===== config.mk =====
export PLATFORM = sky130hd
export DESIGN_NAME = bmi_calc_unit
export DESIGN_NICKNAME = d
export VERILOG_FILES = /design/src/rtl/bmi_calc_unit.sv
export SDC_FILE = /design/constraint.sdc
export NUM_CORES = 1
export LEC_CHECK = 0
export CORE_AREA = 5 5 242 244
export CTS_CLUSTER_SIZE = 30
export DETAILED_ROUTE_END_ITERATION = 16
export DIE_AREA = 0 0 247 249
export SYNTH_ARGS = -nofsm -noshare
export SYNTH_HDL_FRONTEND = slang
export SYNTH_SLANG_ARGS = --single-unit
export TNS_END_PERCENT = 10

===== constraint.sdc =====
create_clock -name clk -period 8.5 [get_ports clk]
set_input_delay 1.7 -clock clk [delete_from_list [all_inputs] [get_ports clk]]
set_output_delay 1.7 -clock clk [all_outputs]
set_load 0.02 [all_outputs]

===== src/rtl/bmi_calc_unit.sv =====
// bmi_calc_unit: fetches a user's height/weight from the store and computes
// BMI x10 = floor(weight*SCALE / height^2) with a bit-serial restoring divider.
module bmi_calc_unit #(
    parameter int unsigned DATA_W = 12,
    parameter int unsigned IDX_W  = 5,
    parameter int unsigned SCALE  = 100000,
    parameter int unsigned NUM_W  = 29,
    parameter int unsigned OUT_W  = 16
) (
    input  logic              clk,
    input  logic              rst,
    input  logic              start,
    input  logic [IDX_W-1:0]  user_index_in,
    output logic [IDX_W-1:0]  mem_index,
    input  logic [DATA_W-1:0] height_in,
    input  logic [DATA_W-1:0] weight_in,
    output logic              busy,
    output logic              done,
    output logic [OUT_W-1:0]  bmi_x10,
    output logic              bmi_err,
    output logic              bmi_sat,
    output logic [IDX_W-1:0]  result_index
);

    localparam int unsigned DEN_W = 2 * DATA_W;
    localparam int unsigned REM_W = DEN_W + 1;
    localparam int unsigned CNT_W = $clog2(NUM_W + 1);

    typedef enum logic [2:0] {
        S_IDLE,
        S_FETCH,
        S_MUL,
        S_DIV,
        S_DONE
    } state_t;

    state_t state, state_next;

    logic [DATA_W-1:0] height_r, weight_r;
    logic [NUM_W-1:0]  num_r;
    logic [NUM_W-2:0]  quo_r;
    logic [NUM_W-1:0]  quo_next;
    logic [DEN_W-1:0]  den_r;
    logic [DEN_W-1:0]  rem_r, rem_next;
    logic [REM_W-1:0]  rem_shift;
    logic [CNT_W-1:0]  cnt_r;
    logic              qbit;
    logic              last_iter;
    logic              quo_ovf;

    // Next-state selection and one restoring-division step
    always_comb begin
        state_next = state;
        rem_shift  = {rem_r, num_r[NUM_W-1]};
        qbit       = (rem_shift >= {1'b0, den_r});
        rem_next   = qbit ? DEN_W'(rem_shift - {1'b0, den_r}) : DEN_W'(rem_shift);
        quo_next   = {quo_r, qbit};
        last_iter  = (cnt_r == CNT_W'(1));
        quo_ovf    = |quo_next[NUM_W-1:OUT_W];
        case (state)
            S_IDLE:  if (start) state_next = S_FETCH;
            S_FETCH: state_next = S_MUL;
            S_MUL:   state_next = (height_r == '0) ? S_DONE : S_DIV;
            S_DIV:   if (last_iter) state_next = S_DONE;
            S_DONE:  state_next = S_IDLE;
            default: state_next = S_IDLE;
        endcase
    end

    // State register
    always_ff @(posedge clk) begin
        if (rst) state <= S_IDLE;
        else     state <= state_next;
    end

    // Datapath and registered outputs
    always_ff @(posedge clk) begin
        if (rst) begin
            mem_index    <= '0;
            busy         <= 1'b0;
            done         <= 1'b0;
            bmi_x10      <= '0;
            bmi_err      <= 1'b0;
            bmi_sat      <= 1'b0;
            result_index <= '0;
            height_r     <= '0;
            weight_r     <= '0;
            num_r        <= '0;
            den_r        <= '0;
            rem_r        <= '0;
            quo_r        <= '0;
            cnt_r        <= '0;
        end else begin
            busy <= (state_next != S_IDLE);
            done <= (state_next == S_DONE);
            case (state)
                S_IDLE: begin
                    if (start) begin
                        mem_index <= user_index_in;
                        bmi_x10   <= '0;
                        bmi_err   <= 1'b0;
                        bmi_sat   <= 1'b0;
                    end
                end
                S_FETCH: begin
                    height_r <= height_in;
                    weight_r <= weight_in;
                end
                S_MUL: begin
                    num_r <= NUM_W'(weight_r) * NUM_W'(SCALE);
                    den_r <= DEN_W'(height_r) * DEN_W'(height_r);
                    rem_r <= '0;
                    quo_r <= '0;
                    cnt_r <= CNT_W'(NUM_W);
                    if (height_r == '0) begin
                        bmi_err      <= 1'b1;
                        bmi_x10      <= '0;
                        bmi_sat      <= 1'b0;
                        result_index <= mem_index;
                    end
                end
                S_DIV: begin
                    num_r <= num_r << 1;
                    rem_r <= rem_next;
                    quo_r <= quo_next[NUM_W-2:0];
                    cnt_r <= cnt_r - CNT_W'(1);
                    if (last_iter) begin
                        result_index <= mem_index;
                        if (quo_ovf) begin
                            bmi_x10 <= '1;
                            bmi_sat <= 1'b1;
                        end else begin
                            bmi_x10 <= quo_next[OUT_W-1:0];
                        end
                    end
                end
                default: ;
            endcase
        end
    end

endmodule


# Yosys cells after proc, flatten, opt, wreduce, memory -nomap -nowiden
# Index checks and enable logic that the tools add are counted.
# totals
input_bits,32
regBits,167
wordCells,65
# classes
mul,2
magnitude_cmp,1
reduce_logical,12
addsub,2
eq_ne,9
muxes,24
# op_table
op,count
$mux W16,4
$pmux W29 S2,1
$pmux W28 S2,1
$pmux W16 S3,1
$pmux W24 S2,1
$ge A25 B24 Y1,1
$mul A12 B12 Y24,1
$mul A12 B12 Y24 const B,1
$mux W24,1
$sub A24 B24 Y24,1
$pmux W5 S2,2
$reduce_or A13 Y1,1
$logic_not A12 Y1,1
$pmux W3 S4,1
$mux W5,2
$mux W3,3
$ne A2 B2 Y1 const B,4
$eq A3 B2 Y1 const B,2
$reduce_and A3 Y1,2
$reduce_bool A3 Y1,2
$eq A5 B1 Y1 const B,1
$mux W1,5
$reduce_and A5 Y1,1
$sub A5 B1 Y5 const B,1
8 further kinds,9

# Longest topological paths before layout
# Gate-level depths: netlist of the first run.
# depth
ltp_word,4
ltp_mapped,23

# Least setup slack after synthesis of the first run
# Ideal clock, no wire load.
# synth_timing
path_type,reg-to-reg
startpoint,register height_r[3]
endpoint,register den_r[23]
path_slack_ns,3.149
path_stages_with_launch,21
path_buffers,1
arrival_time_ns,5.218
setup_ns,0.134
path_cell_list,dfxtp_1 clkbuf_1 nand2_1 inv_1 fa_1 fa_1 inv_1 fa_1 inv_1 fa_1 inv_1 fa_1 inv_1 ha_1 a211o_1 nand2b_1 o2111ai_1 nor2_1 o41ai_1 mux2i_1 a211oi_1
# synth_via
elab_chain_cells,1
# synth_lines
item,line_no,text
from (decl),39,"logic [DATA_W-1:0] height_r, weight_r;"
from (signal assigned),106,height_r <= height_in;
$mul A12 B12 Y24,111,den_r <= DEN_W'(height_r) * DEN_W'(height_r);
to (signal assigned),111,
to (decl),43,logic [DEN_W-1:0] den_r;
# No other way between the ends.
# A chain may end at the register's enable or synchronous reset.

# Worst setup path in the final report of the first run
# layout_timing
startpoint,register height_r[7]
endpoint,register den_r[23]
# The elaborated chain is that of the path after synthesis.

==> results of run 1 <==
worst max-delay path: stages, from the launching register on:
cell       delay, ns
dfxtp_1         0.65
nand2_1         0.18
inv_1           0.11
fa_1            0.45
fa_1            0.51
inv_1           0.05
fa_1            0.47
inv_1           0.05
fa_1            0.52
inv_1           0.05
fa_1            0.53
inv_1           0.04
ha_1            0.33
a211o_1         0.32
nand2b_1        0.18
o2111ai_1       0.33
nor2_1          0.10
o41ai_1         0.42
mux2i_1         0.23
a211oi_1        0.06
logic make-up after synthesis:
kind of cell	Yosys count	share of synthesized area, %
mux	36	2.618
buf+inv	332	9.139
compound gates	337	14.94
flops	161	23.33
simple gates	469	15.27
xor+xnor	54	3.424
fa+ha+maj	280	31.28
worst max-delay path by stage:
stage                      startpoint        end  slack (ns)  cells past startpoint
after floorplan           height_r[3]  den_r[23]        3.15                     20
after global placement    height_r[7]  den_r[23]        2.83                     19
after detailed placement  height_r[7]  den_r[23]        2.74                     19
after CTS                 height_r[7]  den_r[23]        2.72                     19
after global routing      height_r[6]  den_r[23]        2.30                     19
final                     height_r[7]  den_r[23]        2.73                     19
layer usage:
metal	global-route usage [%]	up-vias
met2	18.99	158
li1	-	5566
met1	13.02	5419
met5	0	-
met3	1.760	36
met4	2.981	0
cell usage after synthesis, types with 27 or more instances:
cell type	n	area, µm²
dfxtp_1	161	3223
nor3_1	27	135.1
and2_1	41	256.5
inv_1	261	979.7
fa_1	109	2182
nor2_1	79	296.5
o21ai_0	71	355.3
xnor2_1	34	297.8
ha_1	171	2140
nand3_1	47	235.2
a21oi_1	136	680.7
mux2i_1	35	350.3
nand2_1	219	822.0
clkbuf_1	61	229.0
power groups by stage:
stage	clock network [W]	logic, W	registers, W
finish	0.000778	0.000861	0.000853
global route	0.000833	0.000981	0.000860
CTS	0.000807	0.000877	0.000853
detailed placement	0	0.000870	0.000870
global placement	0	0.000850	0.000866
floorplan	0	0.000670	0.000846
stage by stage:
| step | setup slack (ns) | hold WS, ns | area (µm²) | util [%] | std cells |
|---|---|---|---|---|---|
| floorplan | 3.149 | 0.4250 | 13810 | - | 1669 |
| global placement | 2.826 | 0.4429 | 15180 | 27.08 | 2425 |
| global route | 2.299 | 0.4728 | 15780 | 28.15 | 2457 |
| CTS | 2.717 | 0.4546 | 15780 | 28.15 | 2457 |
| detailed placement | 2.735 | 0.4450 | 15180 | 27.08 | 2425 |
| finish | 2.732 | 0.4516 | 15780 | 28.15 | 2457 |
layout make-up:
class | instances | area share (%)
inverter | 262 | 6.232
sequential | 161 | 20.43
tap | 756 | 5.994
timing repair buffer | 70 | 4.281
clock inverter | 14 | 1.031
multi-input combinational | 1176 | 59.25
clock buffer | 18 | 2.783
registers in the layout, summed over array words and instances, names as in the netlist:
| signal | count |
|---|---|
| result_index | 5 |
| den_r | 23 |
| bmi_sat | 1 |
| bmi_err | 1 |
| height_r | 12 |
| quo_r | 28 |
| done | 1 |
| bmi_x10 | 16 |
| weight_r | 12 |
| num_r | 24 |
| mem_index | 5 |
| state | 3 |
| busy | 1 |
| cnt_r | 5 |
| rem_r | 24 |
==> impl_metrics.env, run 1 <==
export IMPL_cts_tree="done"
export IMPL_ys_dominant_reg_cell="dfxtp_1"
export IMPL_critPathKind="reg2reg"
export IMPL_design_die_area_um2=61500
export IMPL_groute_usage_overall_pct=10.59
export IMPL_reg2reg_to="den_r[23]"
export IMPL_ys_warn_count=0
export IMPL_design_internal_power_w=0.001546
export IMPL_post_route_min_period_ns=5.768
export IMPL_ant_nets=0
export IMPL_max_clock_path_buffers=2
export IMPL_post_cts_resized=0
export IMPL_multiInputGateArea_um2=9350
export IMPL_global_route_overflow_total=0
export IMPL_arrival_ns=6.05
export IMPL_die_height_um=249
export IMPL_cp_max_fo=15
export IMPL_synth_yosys_seq_area_share_pct=23.33
export IMPL_num_rows=87
export IMPL_finalHoldViolations=0
export IMPL_diodes=0
export IMPL_buffer_ports_inserted=61
export IMPL_syn_area_um2=13810
export IMPL_max_cap_viol_count=0
export IMPL_grt_first_pass_wirelength_um=54810
export IMPL_power_share_combinational_pct=34.6
export IMPL_max_slew_headroom_at_the_worst_pin_pct=24.26
export IMPL_maxClockFrequency_mhz=173.4
export IMPL_reg2reg_setup_slack_ns=2.73
export IMPL_power_density_nw_per_um2=157.9
export IMPL_detailedRoute_firstIterationViolations=458
export IMPL_clkSinkCount=161
export IMPL_gp_routability_congestion=0.8767
export IMPL_wl_met1_um=14370
export IMPL_synth_fp_nets=1981
export IMPL_power_share_clock_pct=31.2
export IMPL_sequential_cell_area_um2=3224
export IMPL_detail_route_drc_violations=0
export IMPL_num_fill_cells=5978
export IMPL_floorplan_core_area_um2=56060
export IMPL_cts_hold_buf=0
export IMPL_worstHoldEndpoint="den_r[13]"
export IMPL_clk_transition_reported_paths_ns=0.07
export IMPL_antenna_found_initial=1
export IMPL_grt_max_degree=93
export IMPL_worst_setup_path_start_kind="flop"
export IMPL_report_final_setup_viol=0
export IMPL_floorplan_io_pins=62
export IMPL_areaGrowthSynthToFinish_pct=14.24
export IMPL_synth_enable_flop_cells=0
export IMPL_chipWidth_um=247
export IMPL_power_static_leakage_nw=7.144
export IMPL_cts_root_buffer_cell="clkbuf_16"
export IMPL_async_sr_flop_fraction_pct=0
export IMPL_clk_insertion_delay_late_ns=0.45
export IMPL_start_util_pct=24.64
export IMPL_post_cts_repair_setup_buffers=0
export IMPL_run_status="complete, no violations"
export IMPL_power_net_switching_w=0.0009462
export IMPL_avgRoutedWirePerCell_um=12.96
export IMPL_finalMaxSlewViolations=0
export IMPL_critical_path_endpoint_type="flop"
export IMPL_via_count=11180
export IMPL_max_vdd_ir_drop_mv=0.1438
export IMPL_regToRegStartpoint="height_r[7]"
export IMPL_detailedPlacementHpwl_um=24670
export IMPL_post_synth_cell_area_avg_um2=8.277
export IMPL_finalClockSkew_ns=0.01460
export IMPL_seq_power_share_pct=34.2
export IMPL_min_delay_start="den_r[13]"
export IMPL_timing_hold_worst_path_depth=2
export IMPL_via_count_of_the_first_global_routing_pass=11520
export IMPL_most_common_cell_after_layout_fill_and_taps_aside="inv_1"
export IMPL_rsz_0062_raised_after_global_routing="no"
export IMPL_slew_of_the_pin_with_the_lowest_slew_margin_ns=1.136
export IMPL_fin_nets=2000
export IMPL_post_drt_via_cell_ratio=4.550
export IMPL_netlist_cell_type_count=63
export IMPL_setup_tns_ns=0
export IMPL_worst_r2r_cell_count=19
export IMPL_netlist_instances=1669
export IMPL_routed_wl_met3_um=887
export IMPL_cts_inserted_buffers=17
export IMPL_commonest_cells_after_routing_fill_and_taps_aside="inv_1 (261), nand2_1 (219), ha_1 (171)"
export IMPL_p_total_w=0.002492
export IMPL_highest_signal_layer="met4"
export IMPL_drt_wl_total_um=31840
export IMPL_drt_pre_antenna_iters=5
export IMPL_min_delay_path_class="reg2reg"
export IMPL_wl_met2_um=15990
export IMPL_total_of_flip_flops_plus_latches_after_synthesis=161
export IMPL_htree_levels=4
export IMPL_cp_required_ns=8.78
export IMPL_power_switching_fraction_pct=37.97
export IMPL_finalCritPeriodShare_pct=67.86
export IMPL_share_of_post_route_cells_with_drive_strength_above_1_pct=3.586
(Power assumes the default switching activity.)
==> inputs of run 2 (changes only) <==
- clock period: 8.5 -> 4.76 ns (I/O delays scaled with it)
==> run 2 against run 1 <==
Compared with the run above: the run now ends with setup timing left; sequential power grew 76%; global-route usage grew 0.43 points; worst setup slack lost 2.8 ns; combinational power grew 92%; critical path type unchanged; highest routed layer unchanged.
==> impl_metrics.env, run 2 (synthesis results as in run 1) <==
export IMPL_finalCritPeriodShare_pct=102.3
export IMPL_largest_reg_flops=28
export IMPL_arrival_ns=5.21
export IMPL_commonest_cells_after_routing_fill_and_taps_aside="inv_1 (257), nand2_1 (216), ha_1 (161)"
export IMPL_power_static_leakage_nw=7.595
export IMPL_rsz_0062_raised_after_global_routing="yes"
export IMPL_dpl_cell_count=2491
export IMPL_slew_of_the_pin_with_the_lowest_slew_margin_ns=1.223
export IMPL_min_delay_path_class="reg2reg"
export IMPL_share_of_post_route_cells_with_drive_strength_above_1_pct=10.84
export IMPL_worstSetupStartpoint="height_r[7]"
export IMPL_cts_tree="done"
export IMPL_max_vdd_ir_drop_mv=0.2846
export IMPL_worst_setup_path_start_kind="flop"
export IMPL_post_layout_nonfiller_instances=2527
export IMPL_cp_max_fo=8
export IMPL_post_route_min_period_ns=4.870
export IMPL_post_route_worst_setup_slack_ns=-0.1099
export IMPL_maxClockFrequency_mhz=205.3
export IMPL_via_count_of_the_first_global_routing_pass=11800
export IMPL_run_status="complete, but fails checks"
export IMPL_detail_route_drc_violations=0
export IMPL_power_density_nw_per_um2=276.6
export IMPL_report_final_setup_viol=5
export IMPL_max_slew_headroom_at_the_worst_pin_pct=18.45
export IMPL_buffer_ports_inserted=61
export IMPL_clk_insertion_delay_late_ns=0.45
export IMPL_die_height_um=249
export IMPL_avgRoutedWirePerCell_um=13.06
export IMPL_regToRegStartpoint="height_r[7]"
export IMPL_max_cap_viol_count=0
export IMPL_clk_transition_reported_paths_ns=0.08
export IMPL_critPathBufInv=6
export IMPL_detailedRoute_firstIterationViolations=496
export IMPL_finalMaxSlewViolations=0
export IMPL_gp_routability_congestion=0.8479
export IMPL_critPathKind="reg2reg"
export IMPL_drt_pre_antenna_iters=7
export IMPL_fin_nets=2070
export IMPL_floorplan_core_area_um2=56060
export IMPL_floorplan_io_pins=62
export IMPL_most_common_cell_after_layout_fill_and_taps_aside="inv_1"
export IMPL_grt_max_degree=92
export IMPL_cts_inserted_buffers=17
export IMPL_finalClockSkew_ns=0.01132
export IMPL_chipWidth_um=247
export IMPL_cp_required_ns=5.10
export IMPL_ant_nets=0
export IMPL_critical_path_max_stage_delay_ns=0.49
export IMPL_crit_path_top_delay_cell="fa_1"
export IMPL_grt_first_pass_wirelength_um=57110
export IMPL_setup_tns_ns=-0.3112
export IMPL_drt_wl_total_um=33000
export IMPL_diodes=0
export IMPL_most_flop_heavy_register="quo_r"
export IMPL_cts_root_buffer_cell="clkbuf_16"
export IMPL_cp_top_family="adder cells"
export IMPL_global_route_overflow_total=0
export IMPL_cp_cell_sequence="nand2_4 -> inv_1 -> fa_1 -> fa_1 -> inv_1 -> fa_1 -> inv_1 -> fa_1 -> inv_1 -> fa_1 -> inv_2 -> ha_4 -> a211o_1 -> buf_6 -> o2111ai_4 -> nand3b_1 -> nor3b_4 -> o41ai_2 -> xor2_1 -> o21ai_1"
export IMPL_areaGrowthSynthToFinish_pct=20.51
export IMPL_p_total_w=0.004605
export IMPL_min_delay_start="bmi_x10[7]"
export IMPL_htree_levels=4
export IMPL_clkSinkCount=161
export IMPL_violations="setup timing"
export IMPL_via_count=11420
export IMPL_detailedPlacementHpwl_um=25510
export IMPL_finalHoldViolations=0
export IMPL_critical_path_endpoint_type="flop"
export IMPL_design_die_area_um2=61500
export IMPL_start_util_pct=24.64
export IMPL_num_rows=87
export IMPL_groute_usage_overall_pct=11.02
export IMPL_max_clock_path_buffers=2
export IMPL_antenna_found_initial=0
export IMPL_critical_path_top_cell_by_count="fa_1"
export IMPL_place_ws_ns=-0.2856
export IMPL_post_drt_via_cell_ratio=4.519
export IMPL_registers_with_the_most_flip_flops="quo_r (28), num_r (24), rem_r (24)"
-- run 2: cell types whose count changed in the layout (fill, tap and decap cells not counted), sizes merged --
cell / previous run / this run
buf: 10 / 80
clkbuf: 18 / 17
clkinv: 7 / 9
inv: 269 / 268
-- run 2: worst paths after layout --
path	to	slack, ns	cells past startpoint
setup / recovery	den_r[22]	-0.11	20
hold / removal	bmi_x10[7]	0.45	2
setup reg to reg	den_r[22]	-0.11	20
hold reg to reg	bmi_x10[7]	0.45	2
-- run 2: through the flow --
stage | util [%] | hold WS (ns) | cell area, µm²
3_5_place_dp | 28.19 | 0.4426 | 15800
2_1_floorplan | - | 0.4250 | 14040
6_report | 29.70 | 0.4526 | 16650
4_1_cts | 29.48 | 0.4541 | 16530
5_1_grt | 29.70 | 0.4672 | 16650
3_3_place_gp | 28.19 | 0.4433 | 15800
-- run 2: cell type report --
class	count	area (µm²)
sequential	161	3264
fill	5913	39410
multi-input combinational	1176	9613
clock inverter	15	203.9
tap	756	945.9
timing repair buffer	140	1209
clock buffer	17	425.4
inverter	262	985.9
-- run 2: timing repair --
item / 4_1_cts / 5_1_grt
endpoints found under the setup margin: 10 / 15
pin swaps: 5 / 18
hold buffers: 0 / 0
gates resized for setup: 25 / 28
setup buffers: 2 / 2
-- run 2: per-layer routing --
metal | vias up | track usage (%) | wire length, µm
met3 | 26 | 1.727 | 954
met4 | 0 | 2.535 | 370
li1 | 5692 | - | -
met5 | - | 0 | 0
met2 | 166 | 19.62 | 16560
met1 | 5536 | 13.96 | 15120
-- run 2: worst reg2reg max path, cell delays in order (launching register included) --
cell	delay (ns)
dfxtp_4	0.43
nand2_4	0.07
inv_1	0.07
fa_1	0.42
fa_1	0.49
inv_1	0.05
fa_1	0.47
inv_1	0.05
fa_1	0.47
inv_1	0.05
fa_1	0.49
inv_2	0.05
ha_4	0.20
a211o_1	0.29
buf_6	0.14
o2111ai_4	0.21
nand3b_1	0.14
nor3b_4	0.19
o41ai_2	0.23
xor2_1	0.18
o21ai_1	0.07
-- run 2: power breakdown --
group          internal, W  switching (W)
combinational     0.000675       0.000976
sequential         0.00143      0.0000781
clock             0.000724       0.000726
